$ cat src/rtl/cacheline_adapter.sv
// Cache-line to burst-memory adapter.
// Accepts 256-bit line fill/writeback requests from the cache and turns each one
// into a 4-beat burst on a 64-bit memory port, answering with a one-cycle mem_resp.
module cacheline_adapter #(
    parameter int unsigned CACHE_LINE_SIZE = 256,
    parameter int unsigned BURST_WIDTH     = 64,
    parameter int unsigned ADDR_WIDTH      = 32
) (
    input  logic                       clk,
    input  logic                       rst,

    // Cache side
    input  logic [ADDR_WIDTH-1:0]      mem_addr,
    input  logic                       mem_read,
    input  logic                       mem_write,
    input  logic [CACHE_LINE_SIZE-1:0] mem_wdata,
    output logic [CACHE_LINE_SIZE-1:0] mem_rdata,
    output logic                       mem_resp,

    // Burst memory side
    output logic [ADDR_WIDTH-1:0]      bmem_addr,
    output logic                       bmem_read,
    output logic                       bmem_write,
    output logic [BURST_WIDTH-1:0]     bmem_wdata,
    input  logic                       bmem_ready,
    input  logic [BURST_WIDTH-1:0]     bmem_rdata,
    input  logic                       bmem_rvalid
);

    localparam int unsigned BURSTS = CACHE_LINE_SIZE / BURST_WIDTH;
    localparam int unsigned OFFSET = $clog2(CACHE_LINE_SIZE / 8);
    localparam int unsigned BEAT_W = $clog2(BURSTS);

    localparam logic [BEAT_W-1:0]     LAST_BEAT  = BEAT_W'(BURSTS - 1);
    localparam logic [ADDR_WIDTH-1:0] ALIGN_MASK = {ADDR_WIDTH{1'b1}} << OFFSET;

    typedef enum logic [2:0] {
        StIdle,
        StWr,
        StRdReq,
        StRdWait,
        StResp
    } state_e;

    state_e                     state_q, state_d;
    logic [BEAT_W-1:0]          beat_q, beat_d;
    // Shared line buffer: holds the write line during WR, collects beats during RD_WAIT.
    logic [CACHE_LINE_SIZE-1:0] line_q, line_d;
    logic [CACHE_LINE_SIZE-1:0] mem_rdata_q, mem_rdata_d;
    logic                       mem_resp_q, mem_resp_d;
    logic [ADDR_WIDTH-1:0]      bmem_addr_q, bmem_addr_d;
    logic                       bmem_read_q, bmem_read_d;
    logic                       bmem_write_q, bmem_write_d;
    logic [BURST_WIDTH-1:0]     bmem_wdata_q, bmem_wdata_d;

    // Next-state and next-output logic; outputs are computed one cycle ahead so
    // every output leaves the block straight from a flop.
    always_comb begin
        state_d      = state_q;
        beat_d       = beat_q;
        line_d       = line_q;
        mem_rdata_d  = mem_rdata_q;
        mem_resp_d   = 1'b0;
        bmem_addr_d  = bmem_addr_q;
        bmem_read_d  = bmem_read_q;
        bmem_write_d = bmem_write_q;
        bmem_wdata_d = bmem_wdata_q;

        case (state_q)
            StIdle: begin
                // Write wins when both requests are raised together.
                if (mem_write) begin
                    state_d      = StWr;
                    beat_d       = '0;
                    line_d       = mem_wdata;
                    bmem_addr_d  = mem_addr & ALIGN_MASK;
                    bmem_write_d = 1'b1;
                    bmem_wdata_d = mem_wdata[BURST_WIDTH-1:0];
                end else if (mem_read) begin
                    state_d     = StRdReq;
                    beat_d      = '0;
                    bmem_addr_d = mem_addr & ALIGN_MASK;
                    bmem_read_d = 1'b1;
                end
            end

            StWr: begin
                if (bmem_ready) begin
                    if (beat_q == LAST_BEAT) begin
                        state_d      = StResp;
                        bmem_write_d = 1'b0;
                        mem_resp_d   = 1'b1;
                    end else begin
                        beat_d       = beat_q + BEAT_W'(1);
                        bmem_wdata_d = line_q[int'(beat_d) * BURST_WIDTH +: BURST_WIDTH];
                    end
                end
            end

            StRdReq: begin
                if (bmem_ready) begin
                    state_d     = StRdWait;
                    bmem_read_d = 1'b0;
                end
            end

            StRdWait: begin
                if (bmem_rvalid) begin
                    line_d[int'(beat_q) * BURST_WIDTH +: BURST_WIDTH] = bmem_rdata;
                    if (beat_q == LAST_BEAT) begin
                        state_d     = StResp;
                        mem_resp_d  = 1'b1;
                        mem_rdata_d = line_d;
                    end else begin
                        beat_d = beat_q + BEAT_W'(1);
                    end
                end
            end

            StResp: begin
                state_d = StIdle;
            end

            default: begin
                state_d = StIdle;
            end
        endcase
    end

    // State and registered outputs; reset overrides everything, even mid-burst.
    always_ff @(posedge clk) begin
        if (rst) begin
            state_q      <= StIdle;
            beat_q       <= '0;
            line_q       <= '0;
            mem_rdata_q  <= '0;
            mem_resp_q   <= 1'b0;
            bmem_addr_q  <= '0;
            bmem_read_q  <= 1'b0;
            bmem_write_q <= 1'b0;
            bmem_wdata_q <= '0;
        end else begin
            state_q      <= state_d;
            beat_q       <= beat_d;
            line_q       <= line_d;
            mem_rdata_q  <= mem_rdata_d;
            mem_resp_q   <= mem_resp_d;
            bmem_addr_q  <= bmem_addr_d;
            bmem_read_q  <= bmem_read_d;
            bmem_write_q <= bmem_write_d;
            bmem_wdata_q <= bmem_wdata_d;
        end
    end

    assign mem_rdata  = mem_rdata_q;
    assign mem_resp   = mem_resp_q;
    assign bmem_addr  = bmem_addr_q;
    assign bmem_read  = bmem_read_q;
    assign bmem_write = bmem_write_q;
    assign bmem_wdata = bmem_wdata_q;

endmodule

$ cat config.mk
export PLATFORM = sky130hd
export DESIGN_NAME = cacheline_adapter
export DESIGN_NICKNAME = d
export VERILOG_FILES = /design/src/rtl/cacheline_adapter.sv
export SDC_FILE = /design/constraint.sdc
export NUM_CORES = 2
export LEC_CHECK = 0
export CAP_MARGIN = 20
export CORE_AREA = 2 2 276 278
export CTS_BUF_LIST = sky130_fd_sc_hd__clkbuf_4 sky130_fd_sc_hd__clkbuf_8
export DETAILED_ROUTE_END_ITERATION = 10
export DIE_AREA = 0 0 278 280
export PLACE_DENSITY = 0.67
export SYNTH_ARGS = -nofsm -noshare
export SYNTH_HDL_FRONTEND = slang
export SYNTH_SLANG_ARGS = --single-unit
export TNS_END_PERCENT = 50
$ cat constraint.sdc
create_clock -name clk -period 2.7 [get_ports clk]
set_input_delay 0.54 -clock clk [delete_from_list [all_inputs] [get_ports clk]]
set_output_delay 0.54 -clock clk [all_outputs]
set_load 0.02 [all_outputs]
==> qor.txt <==
CP Capture Type - register
Reg power frac - 33.9%
Synth cell types - 49
vias in the first global route - 29555
ys async rst share - 0%
CP Capture Point - line_q[95]
max-slew violation count - 0
Pwr Density - 887 nW/um2
Pleak - 13.5 nW
Final Cell Area - 39800 um2
CP startpoint - beat_q[1]
Synth Flop Type - dfxtp_1
Hold/Removal Path Class - in -> reg
Worst R2R End - line_q[95]
crit share post-route - 93.3%
number of remaining DRC errors - 0
Net Sw Frac - 38.8%
Cell Rows - 101
final setup vio count - 0
crit path DAT - 3150 ps
Core Footprint - 75200 um2
gr usage total - 32.4%
flop-to-flop setup slack - 180 ps
status - complete, no violations
Worst slew margin - 37.4%
largest net degree at the start of global routing - 96
CP cell instances - inv_1, ha_4, nand3_4, buf_4, o22ai_1, a211oi_1, a211oi_1
Area growth syn-to-layout - 38.7%
RSZ-0062 raised after global routing - no
Mapped Area - 28700 um2
Clock power frac - 26.4%
initial antenna violation count - 32
nature of the critical path startpoint - register
Via density - 5.99
initial DRC count - 3545
Starting Density - 38.1%
DIE AREA - 77800 um2
Critical Path Most Common Cell - a211oi_1
Routed Antenna Nets - 0
Mean Syn Cell Area - 8.13 um2
Chip Width - 278 um
H-Tree Depth - 3
clock tree root driver cell - clkbuf_8
worst-case clock buffer depth - 3
number of synthesized flops with an enable pin - 0
CTS sink cnt - 611
DR vias - 31162
first-pass GRT wire length - 192000 um
placed inst area - 37400 um2
HPWL after DPL - 87900 um
VDD IR max - 0.503 mV
Hold Violations, Final - 0
TritonCTS clock tree - done
WP data required - 3330 ps
max cap viols - 0
FF+latch count, synth - 611
cts-stage hold buffer count - 0
IO Pins - 713
Worst-path clk slew - 60 ps
total gr overflow - 0
post_cts resized - 0
worst slew pin tran - 939 ps
Gate Count Post-Synth - 3528
worst-path fanout max - 18
share of cells above drive strength 1 - 11.3%
Register Area - 12200 um2
Min Clock Period, post-route - 2520 ps
port bufs - 702
Avg WL per Cell - 25.4 um
Setup Fix Bufs, Post-CTS - 0
sequential share of the synthesized area - 42.7%
GP Congestion - 0.928
internal power - 21.6 mW
Final WS setup - 182 ps
Routed WL - 132000 um
dpl ws - 47.2 ps
clock buffer count from CTS - 106
maximum clock frequency - 397 MHz
slowest stage delay, CP - 440 ps
NetSw - 13.7 mW
Syn. warnings - 0
Crit-path slowest cell - ha_4
RR Startpoint - beat_q[1]
R2R depth - 7
Worst Skew - 34.7 ps
Fillers - 6979
Pre-Repair DR Iteration Count - 5
Multi-input gate area - 14600 um2
nets@finish - 4476
critical path class - reg -> reg
Clock Latency Late Sink - 740 ps
Die Y - 280 um
Comb pwr share - 39.7%
[cell families after synthesis]
| logic type | Yosys count | synth area share, % |
|---|---|---|
| AND/OR/NAND/NOR | 1188 | 17.0 |
| AO/OA/AOI/OAI | 1157 | 27.8 |
| flip-flops | 611 | 42.7 |
| buffers and inverters | 499 | 7.15 |
| multiplexers | 66 | 5.10 |
| adder cells (fa/ha/maj) | 6 | 0.262 |
| other | 1 | 0.0131 |
[critical path: cells and delay by family (launching register included)]
family | cells | cell delay (ps)
AOI/OAI and AO/OA | 3 | 560
adders and majority gates | 1 | 440
buffers and inverters | 2 | 560
DFF | 1 | 430
and+or+nand+nor | 1 | 440
[through the flow]
step	utilization, %	setup TNS (ps)	power, mW	cells	hold WS (ps)
6_report	52.9	0	35.3	5205	259
5_1_grt	52.9	0	36.7	5203	242
4_1_cts	52.8	0	35.1	5178	192
3_5_place_dp	49.7	0	25.8	4982	443
3_3_place_gp	49.7	0	25.8	4982	439
2_1_floorplan	-	-365	20.2	3532	442
[synthesized netlist by cell type, drive strengths merged (2+ instances only)]
| library cell | instances | share of area (%) |
|---|---|---|
| o21ai | 29 | 0.51 |
| a311oi | 89 | 2.7 |
| mux4 | 64 | 5.0 |
| a211oi | 260 | 6.8 |
| o21a | 117 | 3.1 |
| clkinv | 2 | 0.026 |
| and2 | 2 | 0.044 |
| nand2 | 876 | 11 |
| nor3b | 2 | 0.052 |
| nor2 | 145 | 1.9 |
| or3b | 40 | 1.2 |
| mux2i | 2 | 0.070 |
| a211o | 23 | 0.70 |
| o31ai | 3 | 0.079 |
| a32o | 24 | 0.84 |
| and3b | 2 | 0.061 |
| a22oi | 24 | 0.63 |
| o22ai | 117 | 2.6 |
| dfxtp | 611 | 43 |
| nand2b | 6 | 0.13 |
| buf | 89 | 1.8 |
| nor4bb | 2 | 0.070 |
| and4b | 2 | 0.070 |
| clkbuf | 284 | 3.7 |
| nand3 | 96 | 1.7 |
| inv | 124 | 1.6 |
| a31oi | 93 | 2.0 |
| a21oi | 282 | 4.9 |
| ha | 6 | 0.26 |
| nor2b | 5 | 0.11 |
| nor3 | 6 | 0.10 |
| nand3b | 3 | 0.079 |
| a22o | 89 | 2.7 |
[per-layer routing]
metal / wire length [um] / vias to the layer above / track usage [%]
met2: 59900 / 1930 / 50.7
met1: 51900 / 14992 / 41.7
met5: 69 / - / 0
met3: 13400 / 388 / 7.24
met4: 6700 / 10 / 17.0
li1: - / 13842 / -
[power by group through the flow]
stage          registers (mW)  logic [mW]  clock network [mW]
6_report                 12.0        14.0                9.31
5_1_grt                  12.1        14.8                9.79
4_1_cts                  11.9        13.8                9.39
3_5_place_dp             12.1        13.8                   0
3_3_place_gp             12.0        13.7                   0
2_1_floorplan            12.2        7.95                   0
[final cells by class]
type / instances / share of cell area (%)
well taps: 978 / 3.08
diodes: 27 / 0.170
inverters: 126 / 1.19
multi-input cells: 2422 / 36.7
flip-flops and latches: 611 / 30.8
clock buffers: 164 / 5.22
repair buffers: 845 / 22.2
clock inverters: 32 / 0.648
[flip-flops by register name, indices dropped and copies added (netlist names)]
| signal | flops |
|---|---|
| beat_q | 2 |
| bmem_write | 1 |
| bmem_addr | 27 |
| state_q | 3 |
| mem_resp | 1 |
| bmem_read | 1 |
| line_q | 256 |
| bmem_wdata | 64 |
| mem_rdata | 256 |
[worst min-delay path by stage]
stage,endpoint,cells after the start,from,slack (ps)
2_1_floorplan,line_q[194],2,line_q[194],440
3_3_place_gp,mem_rdata[45],2,mem_rdata[45],440
3_5_place_dp,mem_rdata[19],2,mem_rdata[19],440
4_1_cts,mem_rdata[156],2,rst,190
5_1_grt,mem_rdata[156],2,rst,240
6_report,mem_rdata[156],2,rst,260
[cell usage in the layout, fill, tap and decap left out, types with 24 or more instances in the layout]
cell / n
a22o_1: 89
a32o_1: 24
o21a_1: 117
nand3_1: 94
inv_1: 121
diode_2: 27
a211oi_1: 259
clkbuf_4: 29
clkinv_2: 26
buf_12: 58
a21oi_1: 281
a22oi_1: 24
dfxtp_1: 609
a311oi_1: 89
nor2_1: 143
a31oi_1: 93
o21ai_0: 28
clkbuf_8: 135
mux4_2: 64
or3b_2: 39
o22ai_1: 117
nand2_1: 873
clkdlybuf4s50_1: 701
buf_4: 85
Note: power is estimated with default switching activity, not from simulation.
